File: src/rtl/weighted_rr_arbiter.sv
// Weighted round-robin arbiter: rotating-pointer search with per-requester
// burst credit, registered one-hot grant, and back-pressure freeze.
module weighted_rr_arbiter #(
  parameter int NUM_REQUESTERS = 4,
  parameter int WEIGHT_WIDTH = 4,
  localparam int ID_WIDTH = $clog2(NUM_REQUESTERS)
) (
  input  logic                                   clk,
  input  logic                                   rst,
  input  logic                                   ready,
  input  logic [NUM_REQUESTERS-1:0]              requesters,
  input  logic [NUM_REQUESTERS*WEIGHT_WIDTH-1:0] weights,
  output logic [NUM_REQUESTERS-1:0]              valid,
  output logic [ID_WIDTH-1:0]                    grant_id,
  output logic [WEIGHT_WIDTH-1:0]                credit
);

  typedef enum logic [0:0] {ST_IDLE = 1'b0, ST_GRANT = 1'b1} state_t;

  state_t                      state_r, state_s;
  logic [ID_WIDTH-1:0]         ptr_r, ptr_s, arb_ptr_s, ptr_inc_s;
  logic [NUM_REQUESTERS-1:0]   valid_s;
  logic [ID_WIDTH-1:0]         id_s;
  logic [WEIGHT_WIDTH-1:0]     credit_s;
  logic                        rearb_s;
  logic [ID_WIDTH:0]           win_s;

  // Returns {found, index}; descending scan so the smallest offset from ptr wins.
  function automatic logic [ID_WIDTH:0] pick_winner(
    input logic [NUM_REQUESTERS-1:0] req,
    input logic [ID_WIDTH-1:0]       ptr
  );
    logic [ID_WIDTH:0] result;
    int                idx;
    result = {(ID_WIDTH+1){1'b0}};
    for (int k = NUM_REQUESTERS - 1; k >= 0; k--) begin
      idx = int'(ptr) + k;
      if (idx >= NUM_REQUESTERS) idx = idx - NUM_REQUESTERS;
      else                       idx = idx;
      if (req[ID_WIDTH'(idx)]) result = {1'b1, ID_WIDTH'(idx)};
      else                     result = result;
    end
    return result;
  endfunction

  // A programmed weight of zero still grants one transfer.
  function automatic logic [WEIGHT_WIDTH-1:0] load_credit(
    input logic [ID_WIDTH-1:0]                    id,
    input logic [NUM_REQUESTERS*WEIGHT_WIDTH-1:0] w
  );
    logic [WEIGHT_WIDTH-1:0] v;
    v = w[int'(id)*WEIGHT_WIDTH +: WEIGHT_WIDTH];
    if (v == {WEIGHT_WIDTH{1'b0}}) return WEIGHT_WIDTH'(1'b1);
    else                           return v;
  endfunction

  function automatic logic [NUM_REQUESTERS-1:0] onehot(input logic [ID_WIDTH-1:0] id);
    logic [NUM_REQUESTERS-1:0] oh;
    oh = {NUM_REQUESTERS{1'b0}};
    oh[id] = 1'b1;
    return oh;
  endfunction

  // Pointer successor of the current grant, wrapping at the last requester.
  always_comb begin
    if (grant_id == ID_WIDTH'(NUM_REQUESTERS - 1)) ptr_inc_s = {ID_WIDTH{1'b0}};
    else                                           ptr_inc_s = grant_id + ID_WIDTH'(1'b1);
  end

  // Next-state, pointer and grant outputs.
  always_comb begin
    state_s   = state_r;
    ptr_s     = ptr_r;
    valid_s   = valid;
    id_s      = grant_id;
    credit_s  = credit;
    rearb_s   = 1'b0;
    arb_ptr_s = ptr_r;
    case (state_r)
      ST_IDLE: begin
        rearb_s   = 1'b1;
        arb_ptr_s = ptr_r;
      end
      ST_GRANT: begin
        if (!requesters[grant_id] || (ready && credit == WEIGHT_WIDTH'(1'b1))) begin
          rearb_s   = 1'b1;
          arb_ptr_s = ptr_inc_s;
          ptr_s     = ptr_inc_s;
        end else if (ready) begin
          credit_s = credit - WEIGHT_WIDTH'(1'b1);
        end else begin
          credit_s = credit;
        end
      end
      default: begin
        rearb_s   = 1'b1;
        arb_ptr_s = ptr_r;
      end
    endcase

    win_s = pick_winner(requesters, arb_ptr_s);
    if (rearb_s) begin
      if (win_s[ID_WIDTH]) begin
        state_s  = ST_GRANT;
        id_s     = win_s[ID_WIDTH-1:0];
        valid_s  = onehot(win_s[ID_WIDTH-1:0]);
        credit_s = load_credit(win_s[ID_WIDTH-1:0], weights);
      end else begin
        state_s  = ST_IDLE;
        id_s     = {ID_WIDTH{1'b0}};
        valid_s  = {NUM_REQUESTERS{1'b0}};
        credit_s = {WEIGHT_WIDTH{1'b0}};
      end
    end else begin
      state_s = state_r;
    end
  end

  // State, pointer and registered grant outputs.
  always_ff @(posedge clk) begin
    if (rst) begin
      state_r  <= ST_IDLE;
      ptr_r    <= {ID_WIDTH{1'b0}};
      valid    <= {NUM_REQUESTERS{1'b0}};
      grant_id <= {ID_WIDTH{1'b0}};
      credit   <= {WEIGHT_WIDTH{1'b0}};
    end else begin
      state_r  <= state_s;
      ptr_r    <= ptr_s;
      valid    <= valid_s;
      grant_id <= id_s;
      credit   <= credit_s;
    end
  end

endmodule

File: config.mk
export PLATFORM = sky130hd
export DESIGN_NAME = weighted_rr_arbiter
export DESIGN_NICKNAME = d
export VERILOG_FILES = /design/src/rtl/weighted_rr_arbiter.sv
export SDC_FILE = /design/constraint.sdc
export NUM_CORES = 1
export LEC_CHECK = 0
export ABC_AREA = 1
export ABC_CLOCK_PERIOD_IN_PS = 2850
export CAP_MARGIN = 20
export CORE_MARGIN = 2
export CORE_UTILIZATION = 40
export DETAILED_ROUTE_END_ITERATION = 6
export PLACE_DENSITY = 0.67
export SYNTH_ARGS = -nofsm -noshare
export SYNTH_HDL_FRONTEND = slang
export SYNTH_SLANG_ARGS = --single-unit
File: constraint.sdc
create_clock -name clk -period 2.85 [get_ports clk]
set_input_delay 0.285 -clock clk [delete_from_list [all_inputs] [get_ports clk]]
set_output_delay 0.285 -clock clk [all_outputs]
set_load 0.05 [all_outputs]
Yosys cells after proc, flatten, opt, wreduce, memory -nomap -nowiden:

Index checks and enable logic that the tools add are counted.

* shift-type cells: 1
* multiplexer cells: 38
* reductions and logical operators: 8
* $add $sub $neg: 9
* bitwise logic cells: 1
* equal/unequal tests: 3
* order comparisons: 11

Operator list (count)
* 4-bit 2-to-1 mux: 7
* 2-bit by 4-bit < comparator with 1-bit output, second input constant: 4
* 16-bit by 5-bit indexed part select with 4-bit output: 1
* 2-bit 2-to-1 mux: 7
* 1-bit 2-to-1 mux: 12
* 3-bit 2-to-1 mux: 4
* 1-bit binary-select mux with 2-bit select: 5
* 3-bit greater-or-equal comparator, second input constant: 3
* 2-bit by 1-bit subtractor with 2-bit output, second input constant: 4
* 2-bit by 2-bit adder with 3-bit output, second input constant: 2
* 2-bit by 3-bit < comparator with 1-bit output, second input constant: 2
* 4-bit by 1-bit equality test with 1-bit output, second input constant: 1
* 4-bit zero test: 1
* 2-bit one-hot mux with 2 select lines: 1
* 2-bit nonzero test: 2
* 4-bit by 1-bit subtractor with 4-bit output, second input constant: 1
* 2-bit by 1-bit adder with 3-bit output, second input constant: 1
* 2-bit by 3-bit greater-or-equal comparator with 1-bit output, second input constant: 1
* 3-bit AND reduction: 1
* 2-bit by 1-bit adder with 2-bit output, second input constant: 1
* 1-bit demux with 2-bit select: 1
* 2-bit equality test, second input constant: 1
* 2-bit by 1-bit greater-or-equal comparator with 1-bit output, second input constant: 1
* 1-bit logical AND: 2
* 5 further kinds: 5

* output and inout port bits: 10
* logic and storage cells: 76
* input bits: 23
* register bits after elaboration: 13

Longest topological paths before layout:

Gate-level depths: netlist (run 1).

* depth after elaboration: 21
* mapped depth: 23
* mapped depth without buffers: 23

Worst setup path after synthesis (run 1):

OpenSTA, ideal clock, no wires.

* path type: flip-flop to flip-flop
* start: register credit[1]
* end: register credit[0]
* arrival: 2370 ps
* period minus slack after synthesis: 2492 ps
* setup time: 122 ps
* stages on the path, launching flop included: 23
* setup slack: 358 ps
* data required time: 2728 ps
* buffers on the path: 0
* cell sequence: dfxtp_1 inv_1 ha_1 nand3_1 nand2_4 nand2_4 nand2_4 nand2_4 nand2_1 nand2_2 nand2_2 nand3_2 nand2_2 nand2_2 nand2_4 nand2_1 nand2_1 nand2_1 nand2_1 nand3_1 nand2_1 nand2_1 a21oi_2

* longest elaborated chain between the ends: 20
* elaborated cells on any way between the ends: 47
* those cells by class: 7 x add/sub; 4 x order compare; 2 x eq/ne; 1 x shift; 27 x mux; 6 x reduce/logical

RTL lines
* start: declaration: line 15 `output logic [WEIGHT_WIDTH-1:0] credit`
* start signal: assignment: line 126 `credit <= {WEIGHT_WIDTH{1'b0}};`
* start signal: assignment: line 132 `credit <= credit_s;`
* 4-bit by 1-bit equality test with 1-bit output (*): line 85 `if (!requesters[grant_id] || (ready && credit == WEIGHT_WIDTH'(1'b1))) begin`
* 1-bit logical AND (*): line 85
* 1-bit logical OR (*): line 85
* 2-bit 2-to-1 mux: line 85
* 2-bit one-hot mux with 2 select lines: line 79 `case (state_r)`
* 2-bit by 2-bit adder with 3-bit output: line 37 `idx = int'(ptr) + k;`
* 3-bit greater-or-equal comparator or 2-bit by 1-bit subtractor with 2-bit output (tied branches): line 38 `if (idx >= NUM_REQUESTERS) idx = idx - NUM_REQUESTERS;`
* 2-bit 2-to-1 mux: line 38
* 1-bit binary-select mux with 2-bit select: line 40 `if (req[ID_WIDTH'(idx)]) result = {1'b1, ID_WIDTH'(idx)};`
* 1-bit 2-to-1 mux (implied by the code) (2 in a row): line 40
* 3-bit 2-to-1 mux (4 in a row): line 40
* 16-bit by 5-bit indexed part select with 4-bit output: line 52 `v = w[int'(id)*WEIGHT_WIDTH +: WEIGHT_WIDTH];`
* 4-bit zero test: line 53 `if (v == {WEIGHT_WIDTH{1'b0}}) return WEIGHT_WIDTH'(1'b1);`
* 4-bit 2-to-1 mux: line 53
* 4-bit 2-to-1 mux: line 103 `if (win_s[ID_WIDTH]) begin`
* 4-bit 2-to-1 mux: line 102 `if (rearb_s) begin`

Mark *: on every way between the ends. The rest lies on a longest branch, timed or not. The select of a mux whose other input is x is not followed.
A chain may end at the register's enable or synchronous reset.

Worst setup path after layout (run 1):

* start: register credit[0]
* end: register credit[0]

* longest elaborated chain between the ends: 20
* elaborated cells on any way between the ends: 51
* those cells by class: 8 x add/sub; 4 x order compare; 2 x eq/ne; 1 x shift; 30 x mux; 6 x reduce/logical

RTL lines (line)
* 4-bit by 1-bit equality test with 1-bit output: 85
* 1-bit logical AND: 85
* 1-bit logical OR: 85
* 2-bit 2-to-1 mux: 85
* 2-bit one-hot mux with 2 select lines: 79
* 2-bit by 2-bit adder with 3-bit output: 37
* 3-bit greater-or-equal comparator or 2-bit by 1-bit subtractor with 2-bit output (tied branches): 38
* 2-bit 2-to-1 mux: 38
* 1-bit binary-select mux with 2-bit select: 40
* 1-bit 2-to-1 mux (implied by the code) (2 in a row): 40
* 3-bit 2-to-1 mux (4 in a row): 40
* 16-bit by 5-bit indexed part select with 4-bit output: 52
* 4-bit zero test: 53
* 4-bit 2-to-1 mux: 53
* 4-bit 2-to-1 mux: 103
* 4-bit 2-to-1 mux: 102

Several ways; a longest one is shown, not always the timed one. The select of a mux whose other input is x is not followed.

==> summary.md, run 1 <==
| Metric | Value |
|---|---|
| Final setup vio count | 0 |
| Clk_lat worst skew | 0.28 ns |
| Slew HR | 65.95% |
| Die area | 3366 µm² |
| CP delay by family, top | simple AND/OR/NAND/NOR gates |
| Total negative slack | 0 ns |
| Post_cts resized | 0 |
| H-tree depth | 1 |
| CP startpoint kind | register |
| Routed vias | 1277 |
| Input/output buffers | 32 |
| P&R area growth vs syn | 32.69% |
| Slowest cell on crit path | dfxtp_1 |
| DRT Wirelength | 2.808 mm |
| Outcome | completed |
| Area contributors post-synth | dfxtp_1 22%, nand2_1 17%, nand3_1 11% |
| Final cell count without fillers | 256 |
| Vias per cell | 4.988 |
| CP Max Fanout | 6 |
| Ys Warns | 0 |
| Grt ovf | 0 |
| Peak supply drop | 0.7292 mV |
| CTS Sinks | 13 |
| Post-route antenna net violation count | 0 |
| Net Count, Synth | 216 |
| Worst Hold Class | register to register |
| Hold Vio Cnt, Final | 0 |
| Root Driver | clkbuf_4 |
| Drt initial violations | 42 |
| GPL Wtd Cong | 0.8887 |
| Synth top area share | 22.29% |
| Row cnt | 19 |
| Largest net degree at the start of global routing | 11 |
| Post-Place Cells | 252 |
| Hpwl dp | 2.232 mm |
| Post-CTS Hold Buffers | 0 |
| Crit path buffers/inverters | 0 |
| Flops & latches, synth | 13 |
| MaxCap Viol Count | 0 |
| Clock skew | 0.005261 ns |
| Wire per inst | 10.97 µm |
| Initial core utilization | 42.33% |
| Critical Path AT | 2.64 ns |
| CP peak stage delay | 0.41 ns |
| WS Path Type | register to register |
| Num CTS Buffers | 3 |
| Vias in the first global route | 1223 |
| Cell mode on critical path | nand2_1 |
| Inserted Diodes | 0 |
| Dominant cell type by area after synthesis | dfxtp_1 |
| # DRC | 0 |
| Crit share post-route | 85.01% |
| Unique cell type count in the Yosys netlist | 22 |
| IO Count | 33 |
| Leak pwr | 0.7664 nW |
| Chip height | 58.02 µm |
| Filler Cell Count | 265 |
| Worst-path cell chain | ha_1 -> nand3_1 -> nand2_4 -> nand2_4 -> nand2_2 -> nand2_4 -> nand2_1 -> nand2_2 -> nand2_1 -> nand3_2 -> nand2_2 -> nand2_2 -> nand2_4 -> nand2_1 -> nand2_1 -> nand2_1 -> nand2_1 -> nand3_1 -> nand2_1 -> nand2_1 -> a21oi_2 |
| Sequential-to-total area share from yosys stat | 22.29% |
| Fin nets | 252 |
| Min Tclk post-route | 2.423 ns |
| Gr usage total | 18.20% |
| Layout cells sized above 1 | 13.33% |
| DR pass1 iterations | 4 |
| RSZ-0062 raised after global routing | no |
| Final Max Tran Viols | 0 |
| Clock-pin slew on the worst setup and hold paths | 0.08 ns |
| Max Fclk | 412.7 MHz |
| Die Wd | 58.02 µm |
| Clock Path Buffers | 2 |
| Tightest Pin Transition | 0.5091 ns |
| Post-synth EDFFs | 0 |
| PwrDens | 1229 nW/µm² |
| Syn_area_per_cell | 6.144 µm² |
| Synth Cell Area | 1167 µm² |
| Crit end category | register |
| Post-CTS setup buffers | 0 |
| Core Footprint | 2758 µm² |
| CTS tree | built |
| Worst EP required | 3.07 ns |
| Initial antenna violation count | 0 |
| Gate Count Post-Synth | 190 |
| Top_reg_cell synth | dfxtp_1 |
| Ys async rst share | 0% |
| First-pass GRT wire length | 4.885 mm |
[cell usage in the layout (no fill, tap or decap)]
cell / n
o21a_1: 1
o21ai_0: 10
nand4_1: 2
ha_1: 3
a21oi_2: 1
nand3_1: 25
a21oi_1: 10
nand3_2: 6
inv_2: 2
clkinv_1: 1
nand2_2: 11
clkbuf_4: 3
xor2_1: 2
nand2_1: 52
inv_1: 26
o21ai_1: 1
clkdlybuf4s50_1: 32
nor2_1: 12
nor3_1: 1
clkbuf_1: 1
dfxtp_1: 13
a21oi_4: 1
nand2_4: 6
nand3b_1: 3
[layer usage]
layer  vias to the layer above  GRT usage, %  part of all wire (%)
met5                         -             0                     0
met2                        30         31.98                    47
met3                         6         3.125                   4.5
li1                        678             -                     -
met4                         0         5.316                   1.6
met1                       563         22.73                    47
[synth_stat cells, types with 2 or more instances]
| cell | n |
|---|---|
| nand3_2 | 6 |
| dfxtp_1 | 13 |
| nand2_4 | 6 |
| inv_1 | 26 |
| xor2_1 | 2 |
| nand3b_1 | 3 |
| nand2_1 | 52 |
| nand4_1 | 2 |
| nand3_1 | 25 |
| o21ai_0 | 10 |
| a21oi_1 | 10 |
| nand2_2 | 11 |
| inv_2 | 2 |
| nor2_1 | 12 |
| ha_1 | 3 |
[worst paths after layout]
kind              cells past startpoint                   start  slack (ns)                      to
setup / recovery                     21  credit[0]$_SDFFE_PP0P_        0.43  credit[0]$_SDFFE_PP0P_
hold / removal                        2   valid[1]$_SDFFE_PP0N_        0.47   valid[1]$_SDFFE_PP0N_
setup reg to reg                     21  credit[0]$_SDFFE_PP0P_        0.43  credit[0]$_SDFFE_PP0P_
hold reg to reg                       2   valid[1]$_SDFFE_PP0N_        0.47   valid[1]$_SDFFE_PP0N_
[state kept, by name, indices dropped and copies added, names as in the netlist]
register	flops
state_r	1
valid	4
grant_id	2
credit	4
ptr_r	2
[stage by stage]
step	util [%]	total power [mW]	setup WS [ns]	hold WS, ns	cell area, µm²
after global placement	55.22	1.776	0.1776	0.4580	1523
after CTS	56.17	1.908	0.4359	0.4758	1549
after global routing	56.17	2.098	0.1070	0.4902	1549
after floorplan	-	1.450	0.3583	0.5082	1167
after detailed placement	55.22	1.783	0.1544	0.4606	1523
final	56.17	1.904	0.4271	0.4705	1549
[cell families after synthesis]
family	Yosys count	share of synthesized area, %
adder cells (fa/ha/maj)	3	3.216
XOR/XNOR	2	1.501
buffers and inverters	30	9.646
flip-flops	13	22.29
AO/OA/AOI/OAI	24	11.79
AND/OR/NAND/NOR	118	51.55
[worst reg2reg max path: stages (launching register included)]
cell and delay, ns:
dfxtp_1 0.41, ha_1 0.17, nand3_1 0.15, nand2_4 0.15, nand2_4 0.08, nand2_2 0.10, nand2_4 0.08, nand2_1 0.07
nand2_2 0.07, nand2_1 0.10, nand3_2 0.13, nand2_2 0.10, nand2_2 0.11, nand2_4 0.11, nand2_1 0.06, nand2_1 0.06
nand2_1 0.07, nand2_1 0.07, nand3_1 0.06, nand2_1 0.06, nand2_1 0.06, a21oi_2 0.10
[layout make-up]
class | count | area [µm²] | area share (%)
Clock buffer | 4 | 26.28 | 1.696
Multi-Input combinational cell | 147 | 794.5 | 51.29
Sequential cell | 13 | 260.3 | 16.80
Timing Repair Buffer | 32 | 320.3 | 20.68
Tap cell | 31 | 38.79 | 2.504
Inverter | 29 | 108.9 | 7.027
[power breakdown]
part | total (mW) | switching [mW] | internal, mW | leakage (nW)
Clock | 0.119 | 0.0642 | 0.0544 | 0.0150
Combinational | 1.47 | 0.975 | 0.498 | 0.644
Sequential | 0.313 | 0.0623 | 0.250 | 0.107
Power figures use the tool's default switching activity.
==> run 2, diff against run 1 <==
Settings changed: CTS_CLUSTER_DIAMETER set to 30.
==> results of run 2 <==
Same layout as run 1: the final DEF is identical, and so are final timing and power.
==> run 3, diff against run 2 <==
Settings changed: CORE_UTILIZATION 40 to 47, PLACE_DENSITY 0.67 to 0.77.
==> run 3 against run 2 <==
Global-route usage increased by 4.0 points. Via count is 2.2% higher. Highest routed layer unchanged. Critical endpoint unchanged. First-iteration DRC count shrank 33%.
==> summary.md, run 3 (synthesis results as in run 1) <==
| Metric | Value |
|---|---|
| Commonest non-fill, non-tap cell in the layout | nand2_1 |
| Gr usage total | 22.17% |
| Post-route antenna net violation count | 0 |
| Clock Path Buffers | 2 |
| Largest net degree at the start of global routing | 11 |
| Hold Vio Cnt, Final | 0 |
| Peak supply drop | 0.7888 mV |
| Routed vias | 1305 |
| CTS Sinks | 13 |
| Vias in the first global route | 1185 |
| Top flop regs | credit: 4 flops, valid: 4 flops |
| Die Wd | 53.84 µm |
| MaxCap Viol Count | 0 |
| Hold Path Cell Cnt | 2 |
| Tightest Pin Transition | 0.4974 ns |
| Core Footprint | 2410 µm² |
| Initial antenna violation count | 0 |
| Slew HR | 66.74% |
| WS Path Type | input port to register |
| IO Count | 33 |
| Wire per inst | 11.24 µm |
| DRT Wirelength | 2.866 mm |
| Die area | 2898 µm² |
| Post-Place Cells | 251 |
| Inserted Diodes | 0 |
| Input/output buffers | 32 |
| Worst Hold Launch | valid[0]$_SDFFE_PP0N_ |
| Layout cells sized above 1 | 13.33% |
| Worst-case reg-to-reg path depth | 22 |
| Critical Path AT | 2.74 ns |
| Dpl cell area | 1521 µm² |
| DR pass1 iterations | 4 |
| Sequential Power Share | 16.3% |
| Combinational share of power | 77.5% |
| Total negative slack | 0 ns |
| PwrDens | 1232 nW/µm² |
| Clock-pin slew on the worst setup and hold paths | 0.08 ns |
| # DRC | 0 |
| Num CTS Buffers | 3 |
| Worst Hold Class | register to register |
| Min Tclk post-route | 2.521 ns |
| Fin worst setup slack | 0.3293 ns |
| Fin nets | 252 |
| Reg-to-Reg Start | grant_id[0]$_SDFFE_PP0N_ |
| CTS tree | built |
| Row cnt | 18 |
| Post_cts resized | 0 |
| Worst EP required | 3.07 ns |
| Finished Core Util | 64.23% |
| Sw Share | 57.86% |
| H-tree depth | 1 |
| CP startpoint kind | input port |
| Place WS | 0.08472 ns |
| Post-CTS Hold Buffers | 0 |
| Total power | 1.906 mW |
| Final setup vio count | 0 |
| RSZ-0062 raised after global routing | no |
| Post-CTS setup buffers | 0 |
| Drt initial violations | 28 |
| Clk_lat worst skew | 0.28 ns |
| P&R area growth vs syn | 32.58% |
| Final Max Tran Viols | 0 |
| Max Fclk | 396.7 MHz |
| Initial core utilization | 48.44% |
| Root Driver | clkbuf_4 |
| Finished Cell Area | 1548 µm² |
| GPL Wtd Cong | 0.9258 |
| Worst Hold Margin | 0.4719 ns |
| Clock share of power | 6.2% |
| Grt ovf | 0 |
| P_sw | 1.103 mW |
| Most frequent cells in the layout | 52 x nand2_1, 32 x clkdlybuf4s50_1, 26 x inv_1 |
| Clock skew | 0.002833 ns |
| Crit path launch | requesters[3] |
| Outcome | completed |
| CP Max Fanout | 6 |
| First-pass GRT wire length | 4.795 mm |
| Crit share post-route | 88.45% |
| Vias per cell | 5.118 |
| Hpwl dp | 2.334 mm |
| Internal Power | 0.8033 mW |
| Final cell count without fillers | 255 |
| Leak pwr | 0.7664 nW |
| Crit end category | register |
| Chip height | 53.84 µm |
run 3: cell counts in the layout (fill, tap and decap cells not counted):
No cell type changed its count.
run 3: layout make-up:
cell class	count	area [µm²]
Sequential cell	13	260.3
Multi-Input combinational cell	147	794.5
Fill cell	215	862.1
Inverter	29	108.9
Clock buffer	4	26.28
Timing Repair Buffer	32	320.3
Tap cell	30	37.54
run 3: final timing paths:
check	to	slack [ns]
setup / recovery	credit[0]$_SDFFE_PP0P_	0.33
hold / removal	valid[0]$_SDFFE_PP0N_	0.47
setup reg to reg	credit[0]$_SDFFE_PP0P_	0.40
hold reg to reg	valid[0]$_SDFFE_PP0N_	0.47
run 3: power by group through the flow:
stage               logic [mW]  clock network, mW  registers, mW
CTS                       1.48              0.120          0.312
global route              1.64              0.126          0.322
global placement          1.45                  0          0.312
finish                    1.48              0.118          0.311
detailed placement        1.47                  0          0.316
floorplan                0.952                  0          0.498
run 3: critical path, cell delays in order:
cell             delay, ns
clkdlybuf4s50_1       0.52
inv_1                 0.09
nand2_1               0.06
nand3_1               0.09
nand2_2               0.10
nand2_4               0.08
nand2_4               0.09
nand2_1               0.06
nand2_1               0.12
nand2_1               0.07
nand2_1               0.11
nand2_2               0.09
nand3_2               0.12
nand3_2               0.17
nand2_4               0.15
nand2_1               0.05
nand2_1               0.07
nand2_1               0.07
nand2_1               0.07
nand3_1               0.06
nand2_1               0.06
nand2_1               0.06
a21oi_2               0.10
run 3: layer usage:
layer  GRT usage (%)  share of wire [%]
met3           3.056                3.5
met4           7.265                1.4
met5               0                  0
met2           38.82                 48
met1           27.67                 47
